==> src/rtl/math_adder_bk_multiword_seq_pkg.sv <==
// Shared types for the byte-serial wide adder: FSM states, chunk width, counter sizing.
package math_adder_bk_seq_pkg;

  typedef enum logic [1:0] {IDLE, RUN, DONE} adder_seq_state_t;

  localparam int CHUNK_W = 8;

  // Width of a counter that indexes beats 0..BEATS-1 (at least one bit).
  function automatic int beat_cnt_w(input int width);
    int beats;
    beats = width / CHUNK_W;
    return (beats > 2) ? $clog2(beats) : 1;
  endfunction

endpackage

==> src/rtl/math_adder_bk_multiword_seq_bk8.sv <==
// 8-bit Brent-Kung prefix adder with carry-in folded into the bit-0 generate.
// Purely combinational.
module math_adder_brent_kung_008 #(
  parameter int N = 8
) (
  input  logic [N-1:0] a,
  input  logic [N-1:0] b,
  input  logic         ci,
  output logic [N-1:0] s,
  output logic         co
);

  logic [N-1:0] g, p;
  logic g0c, g10, g32, p32, g54, p54, g76, p76;
  logic g30, g74, p74, g70, g50, g20, g40, g60;

  assign g   = a & b;
  assign p   = a ^ b;
  assign g0c = g[0] | (p[0] & ci);

  // Up-sweep
  assign g10 = g[1] | (p[1] & g0c);
  assign g32 = g[3] | (p[3] & g[2]);
  assign p32 = p[3] & p[2];
  assign g54 = g[5] | (p[5] & g[4]);
  assign p54 = p[5] & p[4];
  assign g76 = g[7] | (p[7] & g[6]);
  assign p76 = p[7] & p[6];
  assign g30 = g32 | (p32 & g10);
  assign g74 = g76 | (p76 & g54);
  assign p74 = p76 & p54;
  assign g70 = g74 | (p74 & g30);

  // Down-sweep fills the remaining prefixes
  assign g50 = g54 | (p54 & g30);
  assign g20 = g[2] | (p[2] & g10);
  assign g40 = g[4] | (p[4] & g30);
  assign g60 = g[6] | (p[6] & g50);

  assign s  = p ^ {g60, g50, g40, g30, g20, g10, g0c, ci};
  assign co = g70;

endmodule

==> src/rtl/math_adder_bk_multiword_seq.sv <==
// Byte-serial WIDTH-bit adder over one 8-bit BK adder; result after BEATS beats, held until i_ready.
// Optional MATH_ADDER_BK_SEQ_OVERFLOW_EN adds registered signed-overflow output o_ovf.
module math_adder_bk_multiword_seq
  import math_adder_bk_seq_pkg::*;
#(
  parameter int WIDTH = 32
) (
  input  logic             i_clk,
  input  logic             i_rst,
  input  logic             i_valid,
  output logic             o_ready,
  input  logic [WIDTH-1:0] i_a,
  input  logic [WIDTH-1:0] i_b,
  input  logic             i_c,
  output logic             o_valid,
  input  logic             i_ready,
  output logic [WIDTH-1:0] o_sum,
  output logic             o_carry,
`ifdef MATH_ADDER_BK_SEQ_OVERFLOW_EN
  output logic             o_ovf,
`endif
  output logic             o_busy
);

  localparam int BEATS = WIDTH / CHUNK_W;
  localparam int CNT_W = beat_cnt_w(WIDTH);
  localparam logic [CNT_W-1:0] LAST_BEAT = CNT_W'(BEATS - 1);

  adder_seq_state_t   state_q, state_d;
  logic [CNT_W-1:0]   beat_q;
  logic [WIDTH-1:0]   a_sr, b_sr, res_sr;
  logic               carry_q;
  logic [CHUNK_W-1:0] byte_sum;
  logic               byte_cout;
  logic               last_beat;

  assign last_beat = (beat_q == LAST_BEAT);

  math_adder_brent_kung_008 #(.N(CHUNK_W)) u_bk8 (
    .a  (a_sr[CHUNK_W-1:0]),
    .b  (b_sr[CHUNK_W-1:0]),
    .ci (carry_q),
    .s  (byte_sum),
    .co (byte_cout)
  );

  always_ff @(posedge i_clk or posedge i_rst) begin
    if (i_rst) state_q <= IDLE;
    else       state_q <= state_d;
  end

  always_comb begin
    state_d = state_q;
    o_ready = 1'b0;
    o_valid = 1'b0;
    o_busy  = 1'b0;
    case (state_q)
      IDLE: begin
        o_ready = 1'b1;
        if (i_valid) state_d = RUN;
      end
      RUN: begin
        o_busy = 1'b1;
        if (last_beat) state_d = DONE;
      end
      DONE: begin
        o_busy  = 1'b1;
        o_valid = 1'b1;
        if (i_ready) state_d = IDLE;
      end
      default: state_d = IDLE;
    endcase
  end

  // Byte sums enter at the MSB end so after BEATS shifts byte 0 lands at the LSB.
  always_ff @(posedge i_clk or posedge i_rst) begin
    if (i_rst) begin
      a_sr    <= '0;
      b_sr    <= '0;
      res_sr  <= '0;
      carry_q <= 1'b0;
      beat_q  <= '0;
    end else begin
      case (state_q)
        IDLE: if (i_valid) begin
          a_sr    <= i_a;
          b_sr    <= i_b;
          carry_q <= i_c;
          beat_q  <= '0;
        end
        RUN: begin
          a_sr    <= a_sr >> CHUNK_W;
          b_sr    <= b_sr >> CHUNK_W;
          res_sr  <= {byte_sum, res_sr[WIDTH-1:CHUNK_W]};
          carry_q <= byte_cout;
          beat_q  <= last_beat ? '0 : beat_q + CNT_W'(1);
        end
        default: ;
      endcase
    end
  end

  assign o_sum   = res_sr;
  assign o_carry = carry_q;

`ifdef MATH_ADDER_BK_SEQ_OVERFLOW_EN
  logic a_msb, b_msb, ovf_q;

  // The final beat's byte_sum[7] is the result MSB.
  always_ff @(posedge i_clk or posedge i_rst) begin
    if (i_rst) begin
      a_msb <= 1'b0;
      b_msb <= 1'b0;
      ovf_q <= 1'b0;
    end else if (state_q == IDLE && i_valid) begin
      a_msb <= i_a[WIDTH-1];
      b_msb <= i_b[WIDTH-1];
    end else if (state_q == RUN && last_beat) begin
      ovf_q <= (a_msb == b_msb) && (byte_sum[CHUNK_W-1] != a_msb);
    end
  end

  assign o_ovf = ovf_q;
`endif

endmodule

==> config.mk <==
export PLATFORM = sky130hd
export DESIGN_NAME = math_adder_bk_multiword_seq
export DESIGN_NICKNAME = d
export VERILOG_FILES = /design/src/rtl/math_adder_bk_multiword_seq_pkg.sv /design/src/rtl/math_adder_bk_multiword_seq_bk8.sv /design/src/rtl/math_adder_bk_multiword_seq.sv
export SDC_FILE = /design/constraint.sdc
export NUM_CORES = 1
export LEC_CHECK = 0
export ABC_AREA = 1
export CORE_ASPECT_RATIO = 0.75
export CORE_UTILIZATION = 50
export DETAILED_ROUTE_END_ITERATION = 10
export DONT_BUFFER_PORTS = 1
export SLEW_MARGIN = 25
export SYNTH_ARGS = -nofsm -noshare
export SYNTH_HDL_FRONTEND = slang
export SYNTH_SLANG_ARGS = --single-unit
export TNS_END_PERCENT = 5
==> constraint.sdc <==
create_clock -name i_clk -period 9.85 [get_ports i_clk]
set_input_delay 1.97 -clock i_clk [delete_from_list [all_inputs] [get_ports i_clk]]
set_output_delay 1.97 -clock i_clk [all_outputs]
set_load 0.02 [all_outputs]
==> impl_metrics.py <==
metrics = {
    "status": {
        "status": "completed",
    },
    "synthesis": {
        "netlist_area_um2": 4570,
        "syn_nets": 607,
        "yosysWarnings": 0,
        "ys_ff_latch": 101,
        "synth_edf_count": 0,
        "postSynthAreaPerCell_um2": 8.74,
        "synth-async-reset-ratio_pct": 100,
        "syn_inst": 523,
        "yosysSeqAreaShare_pct": 55.3,
        "yosys_most_used_dff": "dfrtp_1",
        "ys_types": 22,
    },
    "floorplan": {
        "ios": 105,
        "die-area_um2": 9540,
        "die_h_um": 84.8,
        "start_util_pct": 52.7,
        "rows": 29,
        "fp.coreArea_um2": 8670,
        "die_w_um": 112,
    },
    "placement": {
        "dp_hpwl_um": 5800,
        "dp_slack_ns": 6.10,
        "port_buffers": 0,
        "place_congestion": 0.733,
    },
    "sta": {
        "setup_violations": 0,
        "rsz0062_at_grt": "no",
        "setup_tns_ns": 0,
        "fin_ws_ns": 6.46,
        "timing.fmax_mhz": 295,
        "fin_crit_ns": 3.39,
        "slew_headroom_pct": 38.7,
        "skew_ns": 0.00601,
        "drv_slew": 0,
        "finalHoldViolCount": 0,
        "worst-slew-pin-transition_ns": 0.920,
        "fin_crit_sh_pct": 34.4,
    },
    "setup_path": {
        "reg2reg_from": "state_q[1]$_DFFE_PP0P_",
        "r2r_setup_slack_ns": 6.46,
        "cpMaxStageDelayCell": "ha_4",
        "path_buf_inv": 4,
        "slowest_delay_ns": 0.75,
        "startpoint_type": "flip-flop",
        "path_depth": 9,
        "path_class": "reg -> reg",
        "endpoint_kind": "flip-flop",
        "r2r_end": "o_carry$_DFFE_PP0P_",
        "critPathRequiredTime_ns": 10.14,
        "startpoint": "state_q[1]$_DFFE_PP0P_",
        "crit_fanout": 89,
        "path_delay_family": "buffers and inverters",
        "crit_arrival_ns": 3.67,
        "r2r_cells": 9,
        "crit_chain": "inv_1 -> ha_4 -> inv_2 -> o21ai_4 -> buf_4 -> inv_2 -> nor2_1 -> nand2_1 -> nand2_1",
        "crit_end": "o_carry$_DFFE_PP0P_",
    },
    "power_and_ir_drop": {
        "power_density_nw_per_um2": 382,
        "power_frac_comb_pct": 39.5,
        "p_sw_uw": 811,
        "p_clk_share_pct": 17.3,
        "p_int_uw": 1040,
        "ir_worst_vdd_uv": 343,
        "sequentialPowerShare_pct": 43.2,
        "leakagePower_uw": 0.00227,
        "switching_share_pct": 43.7,
    },
    "cts": {
        "cts.hold.buffers_added": 0,
        "cts.sinks": 101,
        "root_buffer": "clkbuf_16",
        "cts_tree": "built",
        "clock_path_buffers": 2,
        "ctsResizeCount": 0,
        "cts_setup_buffers": 0,
        "clkTransAtPathRegs_ns": 0.07,
        "htreeDepth": 3,
        "cts_inserted_buffers": 9,
        "clk_latency_ns": 0.34,
    },
    "final_layout": {
        "drive_gt1_share_pct": 5.11,
        "nets": 588,
        "area_growth_syn_to_layout_pct": 6.18,
        "antennaDiodeCount": 0,
        "final_cell_mix": "171 x nand2_1, 101 x dfrtp_1, 44 x o21ai_0",
        "layout_commonest_cell": "nand2_1",
    },
    "drt": {
        "drc": 0,
        "drt-total-wl_um": 9010,
        "routedWlPerCell_um": 14.6,
        "dr_total_vias": 3249,
        "via_per_inst": 5.27,
        "ant_nets": 0,
        "drt_iter0_drc": 201,
        "dr.pass1.iters": 4,
    },
    "job": {
        "maxCapViolations": 0,
    },
    "global_routing": {
        "grtUsageTotal_pct": 20.8,
        "grt_max_degree": 94,
        "grt_remaining_overflow": 0,
        "grt_pass1_wl_um": 15500,
        "antenna_found_initial": 0,
        "grt_pass1_vias": 3179,
    },
    "min_path": {
        "min_path_type": "reg -> reg",
    },
}
[area by class of cell]
cell class | instances | area [um2]
Clock buffer | 10 | 229
Clock inverter | 6 | 38.8
Fill cell | 821 | 3820
Inverter | 38 | 145
Multi-Input combinational cell | 351 | 1760
Sequential cell | 101 | 2530
Tap cell | 108 | 135
Timing Repair Buffer | 3 | 22.5
[state kept, by name, indices dropped and copies added (netlist names)]
register and count:
o_carry 1, a_sr 32, o_sum 32, state_q 2
b_sr 32, beat_q 2
[kinds of logic (layout without fill, tap and decap cells)]
family	after synthesis	in the layout	share of synthesized area (%)
adders and majority gates	15	15	4.92
AOI/OAI and AO/OA	95	95	12.3
and+or+nand+nor	238	238	20.3
xor gates and xnor gates	3	3	0.575
buffers and inverters	71	57	6.57
DFF	101	101	55.3
[worst register-to-register path, stage by stage, from the launching register on]
cell and delay [ns]:
dfrtp_1 0.41, inv_1 0.12, ha_4 0.75, inv_2 0.12
o21ai_4 0.58, buf_4 0.75, inv_2 0.32, nor2_1 0.16
nand2_1 0.06, nand2_1 0.05
[per-layer routing]
layer,vias to the layer above,GRT usage (%),share of wire [%]
li1,1654,-,-
met1,1502,29.8,50
met2,79,30.2,43
met3,14,6.00,5.6
met4,0,7.76,1.6
met5,-,0,0
[cells in the mapped netlist, types with 2 or more instances]
cell type  instances  area, um2
buf_2             18       90.1
or2_2              3       18.8
inv_1             36        135
o211ai_1          12       90.1
nand3_1           21        105
a31oi_1           36        225
buf_4              3       22.5
nand2_1          171        642
ha_1              10        125
clkbuf_1          11       41.3
xnor2_1            2       17.5
inv_2              2       7.51
o21ai_0           44        220
dfrtp_1          101       2530
nor2_1            42        158
fa_1               5        100
[metrics by stage]
step / total power (uW) / area (um2) / hold slack (ns) / instances / utilization (%)
5_1_grt: 2040 / 4860 / 0.497 / 617 / 56.0
3_3_place_gp: 1530 / 4590 / 0.463 / 601 / 52.9
2_1_floorplan: 1410 / 4570 / 0.446 / 523 / -
3_5_place_dp: 1550 / 4590 / 0.468 / 601 / 52.9
4_1_cts: 1880 / 4860 / 0.484 / 617 / 56.0
6_report: 1850 / 4860 / 0.480 / 617 / 56.0
[power by group through the flow]
stage	logic (uW)	registers (uW)	clock network [uW]
after floorplan	636	772	0
after global placement	721	806	0
after detailed placement	742	810	0
after CTS	745	804	333
after global routing	868	829	348
final	732	801	321
[worst min path at each step]
stage	start	end	slack, ns	cells after the start
3_3_place_gp	b_sr[30]$_DFFE_PP0P_	b_sr[30]$_DFFE_PP0P_	0.46	2
3_5_place_dp	beat_q[1]$_DFFE_PP0P_	beat_q[1]$_DFFE_PP0P_	0.47	2
2_1_floorplan	beat_q[1]$_DFFE_PP0P_	beat_q[1]$_DFFE_PP0P_	0.45	2
4_1_cts	beat_q[1]$_DFFE_PP0P_	beat_q[1]$_DFFE_PP0P_	0.48	2
6_report	beat_q[1]$_DFFE_PP0P_	beat_q[1]$_DFFE_PP0P_	0.48	2
5_1_grt	b_sr[30]$_DFFE_PP0P_	b_sr[30]$_DFFE_PP0P_	0.50	2
No activity file was read; power rests on OpenSTA's default activity.
